**src/rtl/uart_pkg.sv**
```systemverilog
// Shared UART definitions: receiver state encoding and default frame parameters.
// The transmitter imports this package too.
package uart_pkg;

   localparam int unsigned UART_DATA_BITS       = 8;
   localparam int unsigned UART_DEFAULT_DIVISOR = 16;

   typedef enum logic [2:0] {
      StIdle,
      StStart,
      StData,
      StStop,
      StWaitIdle
   } uart_rx_state_t;

endpackage

```
**src/rtl/uart_rx_fifo.sv**
```systemverilog
// Small synchronous FIFO for received bytes.
// A full FIFO still accepts an enqueue when a dequeue fires in the same cycle.
module uart_rx_fifo #(
   parameter int unsigned WIDTH = 8,
   parameter int unsigned DEPTH = 4
) (
   input  logic             clk,
   input  logic             reset,
   input  logic             enq_valid,
   output logic             enq_ready,
   input  logic [WIDTH-1:0] enq_bits,
   output logic             deq_valid,
   input  logic             deq_ready,
   output logic [WIDTH-1:0] deq_bits,
   output logic             full,
   output logic             empty
);

   localparam int unsigned AW = $clog2(DEPTH);

   logic [WIDTH-1:0] mem [DEPTH];
   logic [AW-1:0]    wptr;
   logic [AW-1:0]    rptr;
   logic [AW:0]      count;
   logic             enq_fire;
   logic             deq_fire;

   assign full      = (count == (AW + 1)'(DEPTH));
   assign empty     = (count == '0);
   assign enq_ready = !full || deq_ready;
   assign deq_valid = !empty;
   assign deq_bits  = empty ? '0 : mem[rptr];
   assign enq_fire  = enq_valid && enq_ready;
   assign deq_fire  = deq_valid && deq_ready;

   always_ff @(posedge clk) begin
      if (enq_fire) begin
         mem[wptr] <= enq_bits;
      end
   end

   always_ff @(posedge clk or posedge reset) begin
      if (reset) begin
         wptr  <= '0;
         rptr  <= '0;
         count <= '0;
      end else begin
         if (enq_fire) begin
            wptr <= wptr + 1'b1;
         end
         if (deq_fire) begin
            rptr <= rptr + 1'b1;
         end
         case ({enq_fire, deq_fire})
            2'b10:   count <= count + 1'b1;
            2'b01:   count <= count - 1'b1;
            default: count <= count;
         endcase
      end
   end

endmodule

```
**src/rtl/uart_rx.sv**
```systemverilog
// 8N1 UART receiver: two-flop synchronizer, mid-bit sampling framing FSM and a
// receive FIFO with a ready/valid dequeue port.
module uart_rx
   import uart_pkg::*;
#(
   parameter int unsigned DIVISOR    = UART_DEFAULT_DIVISOR,
   parameter int unsigned DATA_BITS  = UART_DATA_BITS,
   parameter int unsigned FIFO_DEPTH = 4
) (
   input  logic                 clk,
   input  logic                 reset,
   input  logic                 io_pins_rxd,
   input  logic                 io_ctl_deq_ready,
   output logic                 io_ctl_deq_valid,
   output logic [DATA_BITS-1:0] io_ctl_deq_bits,
   output logic                 io_frame_err,
   output logic                 io_overrun
);

   localparam int unsigned CNT_W = $clog2(DIVISOR);
   localparam int unsigned IDX_W = $clog2(DATA_BITS);
   localparam logic [CNT_W-1:0] CNT_HALF = CNT_W'(DIVISOR / 2 - 1);
   localparam logic [CNT_W-1:0] CNT_FULL = CNT_W'(DIVISOR - 1);
   localparam logic [IDX_W-1:0] IDX_LAST = IDX_W'(DATA_BITS - 1);

   uart_rx_state_t       state;
   uart_rx_state_t       state_next;
   logic                 rxd_meta;
   logic                 rxd_s;
   logic [CNT_W-1:0]     cnt;
   logic [IDX_W-1:0]     bit_idx;
   logic [DATA_BITS-1:0] shift;
   logic                 cnt_zero;
   logic                 push;
   logic                 frame_err_set;
   logic                 fifo_enq_ready;
   logic                 fifo_full;
   logic                 fifo_empty;

   assign cnt_zero = (cnt == '0);

   // Line idles high, so the synchronizer resets to 1 to avoid a fake start bit.
   always_ff @(posedge clk or posedge reset) begin
      if (reset) begin
         rxd_meta <= 1'b1;
         rxd_s    <= 1'b1;
      end else begin
         rxd_meta <= io_pins_rxd;
         rxd_s    <= rxd_meta;
      end
   end

   always_ff @(posedge clk or posedge reset) begin
      if (reset) begin
         state <= StIdle;
      end else begin
         state <= state_next;
      end
   end

   always_comb begin
      state_next = state;
      unique case (state)
         StIdle:     if (!rxd_s) state_next = StStart;
         StStart:    if (cnt_zero) state_next = rxd_s ? StIdle : StData;
         StData:     if (cnt_zero && (bit_idx == IDX_LAST)) state_next = StStop;
         StStop:     if (cnt_zero) state_next = rxd_s ? StIdle : StWaitIdle;
         StWaitIdle: if (rxd_s) state_next = StIdle;
         default:    state_next = StIdle;
      endcase
   end

   always_comb begin
      push          = 1'b0;
      frame_err_set = 1'b0;
      if ((state == StStop) && cnt_zero) begin
         push          = rxd_s;
         frame_err_set = !rxd_s;
      end
   end

   // Idle reloads the half-bit count every cycle so a start edge needs no extra setup.
   always_ff @(posedge clk or posedge reset) begin
      if (reset) begin
         cnt     <= CNT_HALF;
         bit_idx <= '0;
         shift   <= '0;
      end else begin
         unique case (state)
            StStart, StData, StStop: begin
               cnt <= cnt_zero ? CNT_FULL : cnt - 1'b1;
               if (cnt_zero && (state == StStart)) begin
                  bit_idx <= '0;
               end
               if (cnt_zero && (state == StData)) begin
                  shift   <= {rxd_s, shift[DATA_BITS-1:1]};
                  bit_idx <= bit_idx + 1'b1;
               end
            end
            default: cnt <= CNT_HALF;
         endcase
      end
   end

   always_ff @(posedge clk or posedge reset) begin
      if (reset) begin
         io_frame_err <= 1'b0;
         io_overrun   <= 1'b0;
      end else begin
         io_frame_err <= frame_err_set;
         io_overrun   <= push && !fifo_enq_ready;
      end
   end

   uart_rx_fifo #(
      .WIDTH (DATA_BITS),
      .DEPTH (FIFO_DEPTH)
   ) u_fifo (
      .clk       (clk),
      .reset     (reset),
      .enq_valid (push),
      .enq_ready (fifo_enq_ready),
      .enq_bits  (shift),
      .deq_valid (io_ctl_deq_valid),
      .deq_ready (io_ctl_deq_ready),
      .deq_bits  (io_ctl_deq_bits),
      .full      (fifo_full),
      .empty     (fifo_empty)
   );

   fifo_flags_exclusive : assert property (@(posedge clk) disable iff (reset)
      !(fifo_full && fifo_empty));

endmodule

```
**config.mk**
```make
export PLATFORM = sky130hd
export DESIGN_NAME = uart_rx
export DESIGN_NICKNAME = d
export VERILOG_FILES = /design/src/rtl/uart_pkg.sv /design/src/rtl/uart_rx_fifo.sv /design/src/rtl/uart_rx.sv
export SDC_FILE = /design/constraint.sdc
export NUM_CORES = 1
export LEC_CHECK = 0
export CELL_PAD_IN_SITES_DETAIL_PLACEMENT = 0
export CELL_PAD_IN_SITES_GLOBAL_PLACEMENT = 1
export CORE_MARGIN = 2
export CORE_UTILIZATION = 50
export DETAILED_ROUTE_END_ITERATION = 7
export PLACE_DENSITY = 0.88
export SETUP_SLACK_MARGIN = 0.3
export SKIP_LAST_GASP = 1
export SLEW_MARGIN = 0
export SYNTH_ARGS = -nofsm -noshare
export SYNTH_HDL_FRONTEND = slang
export SYNTH_HIERARCHICAL = 1
export SYNTH_SLANG_ARGS = --single-unit
```
**constraint.sdc**
```tcl
create_clock -name clk -period 3.51 [get_ports clk]
set_input_delay 0.5265 -clock clk [delete_from_list [all_inputs] [get_ports clk]]
set_output_delay 0.5265 -clock clk [all_outputs]
set_load 0.05 [all_outputs]
```
# Word-level counts from Yosys, hierarchy flattened

Memory sizes are Yosys's and may differ from the RTL's.
Index checks and enable logic that the tools add are counted.

Equality and inequality tests: 13
Reduce and logical (&&, ||, !) cells: 21
Muxes and demuxes: 18
$add $sub $neg: 6

Operators by type and width:

| operator              | number |
|---|---|
| $mux W3               | 8 |
| $pmux W3 S5           | 1 |
| $ne A2 B2 Y1 const B  | 5 |
| $eq A3 B3 Y1 const B  | 3 |
| $mux W4               | 2 |
| $mux W8               | 1 |
| $logic_and A1 B1 Y1   | 7 |
| $add A3 B1 Y3 const B | 2 |
| $eq A3 B2 Y1 const B  | 2 |
| $logic_not A3 Y1      | 2 |
| $pmux W3 S2           | 1 |
| $reduce_and A5 Y1     | 1 |
| $add A2 B1 Y2 const B | 2 |
| $logic_not A1 Y1      | 4 |
| $logic_not A4 Y1      | 1 |
| $mux W1               | 4 |
| $reduce_and A2 Y1     | 2 |
| $reduce_bool A2 Y1    | 2 |
| $sub A4 B1 Y4 const B | 1 |
| $eq A3 B1 Y1 const B  | 1 |
| $reduce_or A3 Y1      | 1 |
| $sub A3 B1 Y3 const B | 1 |
| $eq A2 B1 Y1 const B  | 1 |
| $eq A2 B2 Y1 const B  | 1 |
| other kinds (2)       | 2 |

RAM bits: 32
Logic and storage cells: 70
Memories kept: 1
Flip-flop bits (word level): 29
Output and inout bits: 11

Memory list:

| name       | words | width | rd ports | clocked after memory_dff | write ports | RTL line           | text |
|---|---|---|---|---|---|---|---|
| u_fifo.mem | 4     | 8     | 1        | 0                        | 1           | uart_rx_fifo.sv:21 | `logic [WIDTH-1:0] mem [DEPTH];` |

# Longest topological paths before layout

Depth in word-level cells: 6
Depth in mapped cells: 13
Mapped depth without buffers: 13

# Cells and area by module

Netlist, hierarchy kept.

Modules (own cells, without submodules):

| module       | times used | area each (µm²) | cells each |
|---|---|---|---|
| uart_rx_fifo | 1          | 1657.8          | 93 |
| uart_rx      | 1          | 982.2           | 76 |

# Worst setup path after synthesis

OpenSTA, ideal clock, no wires.

Kind: reg2reg
Start point: register cnt[0]
End point: register u_fifo.count[2]
Data arrival time: 2377 ps
Library setup time: 79 ps
Slack: 1054 ps
Data required time: 3431 ps
Cell stages (with the launch flop): 14
Clock period less this slack: 2456 ps
Cells stage by stage: dfstp_2 inv_1 ha_1 nor3b_4 nand4b_1 nor2_1 and2_4 inv_1 ha_1 inv_1 fa_1 xor2_1 nor2_1 xor2_1

Word-level cells in the longest chain between the ends: 6

Ends and longest elaborated chain:

| element                                           | RTL line           | text |
|---|---|---|
| start, declared                                   | uart_rx.sv:30      | `logic [CNT_W-1:0] cnt;` |
| start signal, assigned                            | uart_rx.sv:91      | `cnt <= cnt_zero ? CNT_FULL : cnt - 1'b1;` |
| $logic_not A4 Y1 *                                | uart_rx.sv:40      | `assign cnt_zero = (cnt == '0);` |
| $logic_and A1 B1 Y1 *                             | uart_rx.sv:76      | `if ((state == StStop) && cnt_zero) begin` |
| $mux W1 *                                         | uart_rx.sv:76      |  |
| net push                                          | uart_rx.sv:34      | `logic push;` |
| $logic_and A1 B1 Y1 *                             | uart_rx_fifo.sv:33 | `assign enq_fire = enq_valid && enq_ready;` |
| $eq A2 B1 Y1 or $eq A2 B2 Y1 (tied branches)      | uart_rx_fifo.sv:54 | `case ({enq_fire, deq_fire})` |
| $pmux W3 S2 or $reduce_bool A2 Y1 (tied branches) | n/a                |  |
| end signal, assigned                              | uart_rx_fifo.sv:55 | `2'b10: count <= count + 1'b1;` |
| end signal, assigned                              | uart_rx_fifo.sv:56 | `2'b01: count <= count - 1'b1;` |
| end signal, assigned                              | uart_rx_fifo.sv:57 | `default: count <= count;` |
| end, declared                                     | uart_rx_fifo.sv:24 | `logic [AW:0] count;` |

The timed path passes the listed nets; every way through them passes the cells marked *.
A chain may end at the register's enable or synchronous reset.

# Worst setup path after layout

Start point: register u_fifo.rptr[0]
End point: output io_ctl_deq_bits[5]

Word-level cells in the longest chain between the ends: 2

Ends and longest elaborated chain:

| element                | RTL line           | text |
|---|---|---|
| start, declared        | uart_rx_fifo.sv:23 | `logic [AW-1:0] rptr;` |
| start signal, assigned | uart_rx_fifo.sv:52 | `rptr <= rptr + 1'b1;` |
| $mem_v2 Z4 W8          | n/a                |  |
| $mux W8                | uart_rx_fifo.sv:32 | `assign deq_bits = empty ? '0 : mem[rptr];` |
| end, declared          | uart_rx.sv:15      | `output logic [DATA_BITS-1:0] io_ctl_deq_bits,` |

No other way between the ends.

==> impl_metrics.env <==
export IMPL_port_buffers=14
export IMPL_wire_per_inst_um=16.1
export IMPL_vdd_drop_max_v=0.000405
export IMPL_start_util_pct=51.5
export IMPL_reg2reg_from="cnt[0]"
export IMPL_antenna_found_initial=0
export IMPL_rows=26
export IMPL_grt_usage_pct=16.1
export IMPL_max_freq_mhz=331
export IMPL_grt_pass1_wl_um=6990
export IMPL_worst_pin_slew_ps=846
export IMPL_core_um2=5110
export IMPL_antenna_cells=0
export IMPL_crit_family="flip-flops"
export IMPL_path_cells="mux4_2 > and2_1 > clkdlybuf4s50_1"
export IMPL_slew_headroom_pct=43.6
export IMPL_syn_area_per_cell_um2=15.7
export IMPL_r2r_cells=13
export IMPL_ant_nets=0
export IMPL_drive_above_1_share_pct=25.1
export IMPL_cts_path_max_buffers=2
export IMPL_grt_max_degree=23
export IMPL_setup_viol_count_final=0
export IMPL_die_w_um=76.5
export IMPL_endpoint="io_ctl_deq_bits[5]"
export IMPL_avgViaCountPerCell=5.25
export IMPL_hp_class="flip-flop to flip-flop"
export IMPL_end_kind="output port"
export IMPL_cts_root_buf="clkbuf_8"
export IMPL_power_density_nw_per_um2=796
export IMPL_skew_ps=6.83
export IMPL_design_area_um2=3060
export IMPL_worstSetupPathType="flip-flop to output port"
export IMPL_hpwl_um=2780
export IMPL_crit_slowest_cell="dfrtp_1"
export IMPL_gr_total_overflow=0
export IMPL_syn_area_um2=2630
export IMPL_slowest_delay_ps=720
export IMPL_drc=0
export IMPL_wl_um=4190
export IMPL_critPathMaxFanout=10
export IMPL_synthCells=167
export IMPL_max_cap_violations=0
export IMPL_period_needed_ps=3020
export IMPL_setup_tns_ps=0
export IMPL_clk_pin_slew_ps=60
export IMPL_hold_buffers=0
export IMPL_worstPathRequired_ps=2980
export IMPL_h_tree_depth=3
export IMPL_clock_sinks=61
export IMPL_cts_made_buffers=9
export IMPL_cts_setup_buffers=0
export IMPL_cts_repair_resized=0
export IMPL_reg2reg_to="u_fifo/count[2]"
export IMPL_cp_depth=3
export IMPL_maxSlewViolCount=0
export IMPL_crit_arrival_ps=2500
export IMPL_rsz0062_at_grt="no"
export IMPL_placed_cell_area_um2=2830
export IMPL_vias=1371
export IMPL_drt_pass1_iter_count=4
export IMPL_crit_buf_inv=1
export IMPL_hold_viol_final=0
export IMPL_die_h_um=76.5
export IMPL_finalCritPeriodShare_pct=86.2
export IMPL_ys_warn_count=6
export IMPL_clk_insertion_delay_late_ps=330
export IMPL_synthToLayoutAreaGrowth_pct=16.2
export IMPL_num_nets_final=199
export IMPL_grt_pass1_vias=1415
export IMPL_place_congestion=0.769
export IMPL_io_pins=15
export IMPL_cts_tree="yes"
export IMPL_r2r_slack_ps=800
export IMPL_status="finished, final reports clean"
export IMPL_drtIter0Drc=125
export IMPL_dieArea_um2=5860
export IMPL_power_leakage_nw=1.29
export IMPL_startpoint="u_fifo/rptr[0]"
export IMPL_syn_nets=180
export IMPL_crit_path_start_kind="flip-flop"
## worst register-to-register path, cell delays in order (launching register included)
cell      delay (ps)
dfstp_2          380
inv_1             70
ha_1             250
nor3b_4          320
nand4b_1         220
nor2_1           280
and2_4           230
inv_1             50
ha_1             210
inv_1             70
fa_1             170
xor2_1           150
nor2_1            60
xor2_1           140
## metal layers
| layer | part of all wire [%] | global-route usage (%) |
|---|---|---|
| met2 | 53 | 27.2 |
| met3 | 3.4 | 4.38 |
| met4 | 2.1 | 8.18 |
| met1 | 41 | 19.0 |
| met5 | 0 | 0 |
## sequential cells by signal (all words and copies together), names as in the netlist, 2 cells and up
register / flops
bit_idx: 3
cnt: 4
shift: 8
state: 3
u_fifo/count: 3
u_fifo/mem: 32
u_fifo/rptr: 2
u_fifo/wptr: 2
## layout by cell type (no fill, tap or decap), types with 2 or more instances in the layout
cell and instances:
a21o_1 3, a21oi_1 2, a32o_1 2, and2_1 9, and3_2 4, bufinv_16 2
clkbuf_8 11, clkdlybuf4s50_1 14, clkinv_2 2, dfrtp_1 24, dfstp_2 5, edfxtp_1 32
ha_1 8, inv_1 12, mux2_2 8, mux2i_1 2, mux4_2 8, nand2_1 5
nand3_1 2, nor2_1 8, nor3_1 2, xnor2_1 3, xor2_1 3
## power breakdown
group | internal, mW | leakage [nW] | total (mW) | switching, mW
logic | 0.334 | 0.484 | 0.724 | 0.390
registers | 0.861 | 0.691 | 1.02 | 0.159
clock network | 0.436 | 0.116 | 0.686 | 0.249
## how the worst min path moves through the flow
| stage | startpoint | to | slack (ps) | cells after the start |
|---|---|---|---|---|
| CTS | rxd_meta | rxd_s | 360 | 0 |
| global route | rxd_meta | rxd_s | 360 | 0 |
| detailed placement | rxd_meta | rxd_s | 350 | 0 |
| finish | rxd_meta | rxd_s | 360 | 0 |
| global placement | rxd_meta | rxd_s | 350 | 0 |
| floorplan | reset | u_fifo/count[0] | 330 | 1 |
## cell type report
class                           instances  area [um2]
Timing Repair Buffer                   14         140
Clock inverter                          4        70.1
Multi-Input combinational cell         88         865
Clock buffer                           12         155
Sequential cell                        61        1690
Fill cell                             403        2050
Inverter                               12        45.0
Tap cell                               70        87.6
## metrics by stage
stage | hold slack [ps] | utilization, % | cells | setup slack [ps] | power, mW
after floorplan | 330 | - | 167 | 1050 | 1.57
after global placement | 346 | 55.4 | 245 | 638 | 1.73
after detailed placement | 348 | 55.4 | 245 | 593 | 1.77
after CTS | 356 | 59.8 | 261 | 419 | 2.46
after global routing | 359 | 59.8 | 261 | 350 | 2.55
final | 355 | 59.8 | 261 | 485 | 2.43
No activity file was read; power rests on OpenSTA's default activity.
